$ cat src/rtl/weight_feed_sequencer.sv
// Weight-feeding microsequencer: issues BRAM reads per filter, then pads the
// weight shift chain with zeros so each filter gets exactly DIM shifts.
module weight_feed_sequencer #(
  parameter int DIM = 16,
  parameter int KW  = 5,
  parameter int NW  = 8,
  parameter int AW  = 10,
  parameter int LAT = 1
) (
  input  logic           clk,
  input  logic           rst,
  input  logic           start,
  input  logic           abort,
  input  logic [KW-1:0]  kernel_size,
  input  logic [NW-1:0]  num_filters,
  input  logic [AW-1:0]  base_addr,
  input  logic           auto_advance,
  input  logic           advance,
  output logic [DIM-1:0] bram_en,
  output logic [AW-1:0]  weight_addr,
  output logic [DIM-1:0] shift_en,
  output logic           zero_or_data,
  output logic [NW-1:0]  filter_idx,
  output logic           filter_done,
  output logic           busy,
  output logic           done,
  output logic           cfg_err
);

  localparam int CW = $clog2(DIM + 1);

  typedef enum logic [2:0] {IDLE, READ, DRAIN, ZFILL, WAIT_ADV, FIN} state_t;

  state_t          state;
  logic [CW-1:0]   cnt;
  logic [KW-1:0]   k_r;
  logic [NW-1:0]   n_r;
  logic [NW-1:0]   fidx;
  logic [AW-1:0]   addr;
  logic            auto_r;
  logic            rd;
  logic [LAT-1:0]  vld_pipe;

  logic full, last_rd, last_drain, last_zf, fdone, more;

  always_comb begin
    full       = (k_r == KW'(DIM));
    last_rd    = (cnt == CW'(k_r) - CW'(1));
    last_drain = (cnt == CW'(LAT - 1));
    last_zf    = (cnt == CW'(DIM) - CW'(k_r) - CW'(1));
    // DIM-th shift lands in ZFILL, or in the last DRAIN cycle when K fills the row
    fdone      = (state == ZFILL && last_zf) ||
                 (state == DRAIN && last_drain && full);
    more       = (fidx != n_r - NW'(1));
  end

  always_ff @(posedge clk or negedge rst) begin
    if (!rst) begin
      state    <= IDLE;
      cnt      <= '0;
      k_r      <= '0;
      n_r      <= '0;
      fidx     <= '0;
      addr     <= '0;
      auto_r   <= 1'b0;
      rd       <= 1'b0;
      vld_pipe <= '0;
      busy     <= 1'b0;
      done     <= 1'b0;
      cfg_err  <= 1'b0;
    end else begin
      cfg_err  <= 1'b0;
      done     <= 1'b0;
      vld_pipe <= LAT'({vld_pipe, rd});
      case (state)
        IDLE: if (start) begin
          if (kernel_size == '0 || kernel_size > KW'(DIM) || num_filters == '0) begin
            cfg_err <= 1'b1;
          end else begin
            k_r    <= kernel_size;
            n_r    <= num_filters;
            auto_r <= auto_advance;
            addr   <= base_addr;
            fidx   <= '0;
            cnt    <= '0;
            rd     <= 1'b1;
            busy   <= 1'b1;
            state  <= READ;
          end
        end
        // addr runs on across filters, so it already points at the next filter's word 0
        READ: begin
          addr <= addr + AW'(1);
          if (last_rd) begin
            rd    <= 1'b0;
            cnt   <= '0;
            state <= DRAIN;
          end else begin
            cnt <= cnt + CW'(1);
          end
        end
        DRAIN: if (last_drain) begin
          cnt <= '0;
          if (!full) state <= ZFILL;
        end else begin
          cnt <= cnt + CW'(1);
        end
        ZFILL: cnt <= cnt + CW'(1);
        WAIT_ADV: if (advance) begin
          fidx  <= fidx + NW'(1);
          cnt   <= '0;
          rd    <= 1'b1;
          state <= READ;
        end
        FIN: state <= IDLE;
        default: state <= IDLE;
      endcase

      if (fdone) begin
        cnt <= '0;
        if (!more) begin
          busy  <= 1'b0;
          done  <= 1'b1;
          state <= FIN;
        end else if (auto_r || advance) begin
          fidx  <= fidx + NW'(1);
          rd    <= 1'b1;
          state <= READ;
        end else begin
          state <= WAIT_ADV;
        end
      end

      // abort overrides everything above, including a same-cycle advance
      if (abort && state != IDLE) begin
        state    <= IDLE;
        rd       <= 1'b0;
        vld_pipe <= '0;
        cnt      <= '0;
        busy     <= 1'b0;
        done     <= 1'b0;
      end
    end
  end

  assign bram_en      = {DIM{rd}};
  assign weight_addr  = addr;
  assign shift_en     = {DIM{vld_pipe[LAT-1] | (state == ZFILL)}};
  assign zero_or_data = (state != ZFILL);
  assign filter_idx   = fidx;
  assign filter_done  = fdone;

endmodule
$ cat config.mk
export PLATFORM = sky130hd
export DESIGN_NAME = weight_feed_sequencer
export DESIGN_NICKNAME = d
export VERILOG_FILES = /design/src/rtl/weight_feed_sequencer.sv
export SDC_FILE = /design/constraint.sdc
export NUM_CORES = 1
export LEC_CHECK = 0
export ABC_AREA = 1
export BUFFER_PORTS_ARGS = -buffer_cell sky130_fd_sc_hd__buf_2
export CAP_MARGIN = 0
export CORE_MARGIN = 2
export CORE_UTILIZATION = 58
export CTS_CLUSTER_SIZE = 40
export DETAILED_ROUTE_END_ITERATION = 6
export PLACE_DENSITY = 0.87
export SLEW_MARGIN = 20
export SYNTH_ARGS = -nofsm -noshare
export SYNTH_HDL_FRONTEND = slang
export SYNTH_SLANG_ARGS = --single-unit
$ cat constraint.sdc
create_clock -name clk -period 3.39 [get_ports clk]
set_clock_uncertainty 0.1 [all_clocks]
set_input_delay 0.1695 -clock clk [delete_from_list [all_inputs] [get_ports clk]]
set_output_delay 0.1695 -clock clk [all_outputs]
set_load 0.05 [all_outputs]
==> key figures <==
Outcome
  – Run status: complete, no violations

STA
  – Unrepaired setup endpoints after global routing: false
  – Final worst-path cycle share: 67.85%
  – Min cycle time layout: 2.300 ns
  – Max_slew headroom: 61.40%
  – Fmax: 0.4347 GHz
  – Endpoints failing hold: 0
  – TNS Setup: 0 ns
  – Final setup viols: 0
  – Worst Tran Pin Value: 0.5791 ns
  – Fin. max-slew vios: 0

Clock tree
  – Worst skew pair latency: 0.31 ns
  – TritonCTS clock tree: built
  – Longest Clk Path Bufs: 2
  – H-tree depth: 2
  – Cts bufs inserted: 5
  – Root Driver: clkbuf_8
  – Setup Buffers After CTS: 0
  – Clk slew on worst S/H paths: 0.10 ns
  – Clock sinks: 45

Synth
  – Fraction of registers with async set/reset: 100.0%
  – Number of synthesized flops with an enable pin: 0
  – Syn Inst Count: 446
  – Top FF cell, synth: dfrtp_1
  – Yosys cell types: 34
  – Synth area leader: dfrtp_1
  – Commonest cells in the netlist: nand2_1 (119), inv_1 (55), dfrtp_1 (45)
  – Top cell type's share of synthesized area: 35.13%
  – Post-synth net total: 481
  – Top area cells in the synthesized netlist: dfrtp_1 (35%), nand2_1 (14%), buf_4 (7.5%)
  – Synthesis Warnings: 0
  – Cell Area, Synth: 3206 sq um
  – Top-count cell post-synth: nand2_1
  – Seq cells post-synth: 45
  – Syn Area/Cell: 7.187 sq um
  – Sequential cell area fraction in the yosys report: 35.13%

Routing
  – Wire per inst: 12.98 um
  – Post-route ant nets: 0
  – Vias per Instance: 5.293
  – Drt pass-1 iters: 5
  – DRC: 0
  – WL final: 7.568 mm
  – Initial DRC Count: 176
  – Via count: 3086

Power and ir drop
  – P_int: 1.500 mW
  – Seq pwr share: 24.8%
  – Switching pwr: 2.299 mW
  – Combinational power share: 65.8%
  – Leak pwr: 1.964 nW
  – Sw Ratio: 60.51%
  – Power density over the cells: 1041 nW/um^2
  – VDD IR max: 0.5645 mV
  – Clock network fraction of total power: 9.5%

Critical path
  – CP Class: reg -> out
  – R2r setup slk: 1.17 ns
  – Reg2reg path depth: 8
  – Max incr delay on CP: 0.44 ns
  – CP endpoint kind: output port
  – Most frequent cell on the critical path: nand2_1
  – Worst r2r src: state[1]
  – CP required: 3.12 ns
  – WP depth: 7
  – Worst path arrival time: 2.03 ns
  – Crit path from: k_r[1]
  – Critical Path Slowest Stage Cell: dfrtp_1
  – Worst Path Max Fanout: 3
  – CP top delay family: simple AND/OR/NAND/NOR gates
  – Crit path cell chain: inv_1, ha_1, nand2_1, nor3_1, nand3_1, nand2_1, buf_2
  – Crit start category: flop
  – WP buf/inv: 2

Final layout
  – Final Util: 67.50%
  – Layout cells sized above 1: 26.03%
  – Final net count: 545
  – ANT cells: 0
  – Area grow syn2layout: 13.82%

Worst hold path
  – Hold Path Stages: 3
  – Hold Startpoint: kernel_size[4]
  – Hold Path Class: in -> reg

Global route
  – Largest net degree at the start of global routing: 46
  – Initial antenna violation count: 0
  – Vias in the first global route: 2837
  – Total grt overflow: 0
  – Global-route wire length before repair: 12.53 mm
  – GRT Resource Usage Total: 25.85%

Floorplan
  – Core Area: 5405 sq um
  – Die Y: 78.34 um
  – Die outline area: 6137 sq um
  – I/O pins: 84
  – Row count: 27
  – Die X: 78.34 um
  – Starting Density: 59.31%

Placement
  – Port-buffer cells: 83
  – Hpwl dp: 5.740 mm
  – GP Congestion: 0.8904

Run
  – Max_cap viols: 0
==> final cells by class <==
| type | count | area [sq um] |
|---|---|---|
| well taps | 72 | 90.09 |
| fillers | 473 | 1757 |
| inverters | 65 | 244.0 |
| multi-input cells | 300 | 1579 |
| repair buffers | 93 | 515.5 |
| flip-flops and latches | 45 | 1126 |
| clock buffers | 5 | 68.82 |
| clock inverters | 3 | 25.02 |
==> cell usage in the layout, fill, tap and decap left out, types with 7 or more instances in the layout <==
cell | Yosys | layout
nand2_1 | 119 | 119
buf_2 | 0 | 82
inv_1 | 55 | 55
dfrtp_1 | 45 | 45
nand3_1 | 33 | 33
nor2_1 | 27 | 27
o21ai_0 | 22 | 22
nor3_1 | 12 | 12
inv_2 | 10 | 10
xor2_1 | 10 | 10
dlygate4sd3_1 | 0 | 9
xnor2_1 | 8 | 8
a21oi_1 | 7 | 7
nand2_2 | 7 | 7
==> per-stage QoR <==
| stage | setup slack [ns] | area (sq um) | power (mW) | hold slack [ns] | cells |
|---|---|---|---|---|---|
| after global routing | 0.9557 | 3649 | 4.077 | 0.001137 | 583 |
| after global placement | 1.316 | 3462 | 3.376 | 0.2830 | 566 |
| final | 1.090 | 3649 | 3.799 | 0.008631 | 583 |
| after floorplan | 1.307 | 3206 | 3.151 | -0.2261 | 446 |
| after detailed placement | 1.207 | 3462 | 3.426 | 0.2891 | 566 |
| after CTS | 1.121 | 3646 | 3.800 | 0.001310 | 583 |
==> final timing paths <==
check / end
setup / recovery: filter_done
max in group asynchronous: n_r[0]
hold reg to reg: auto_r
min in group asynchronous: state[1]
hold / removal: k_r[4]
setup reg to reg: filter_idx[6]
==> power by group through the flow <==
stage / logic [mW] / clock network (mW) / registers, mW
after global routing: 2.72 / 0.389 / 0.971
after global placement: 2.44 / 0 / 0.940
final: 2.50 / 0.360 / 0.941
after detailed placement: 2.48 / 0 / 0.949
after floorplan: 1.98 / 0 / 1.17
after CTS: 2.50 / 0.366 / 0.938
==> cells by family (layout without fill, tap and decap cells) <==
family,count (synthesis),in the layout,synth area share [%]
xor+xnor,18,18,4.918
fa+ha+maj,6,6,2.342
simple gates,225,225,32.55
buf+inv,101,166,15.61
compound gates,51,51,9.446
flops,45,45,35.13
==> state kept, by name (all words and copies together) (netlist names) <==
| name | count |
|---|---|
| cnt | 5 |
| n_r | 8 |
| done | 1 |
| auto_r | 1 |
| filter_idx | 8 |
| vld_pipe | 1 |
| rd | 1 |
| cfg_err | 1 |
| weight_addr | 10 |
| busy | 1 |
| k_r | 5 |
| state | 3 |
==> per-layer routing <==
metal	part of all wire [%]	wire length [um]	GRT usage, %
met1	43	3228	31.66
met2	49	3720	45.34
met3	6.1	460	4.598
met4	2.1	158	10.00
met5	0	0	0
==> what timing repair did <==
action,4_1_cts,5_1_grt
hold buffers,9,0
resized for setup,0,0
setup endpoints to repair,0,0
endpoints found under the hold margin,53,0
==> worst register-to-register path: stages, from the launching register on <==
cell and delay (ns):
dfrtp_1 0.43, inv_1 0.11, nand2_2 0.08, nor2_2 0.19, nand4_2 0.44, inv_2 0.45
nor2_2 0.11, nand2_4 0.15, o21ai_2 0.07
Note: power is estimated with default switching activity, not from simulation.
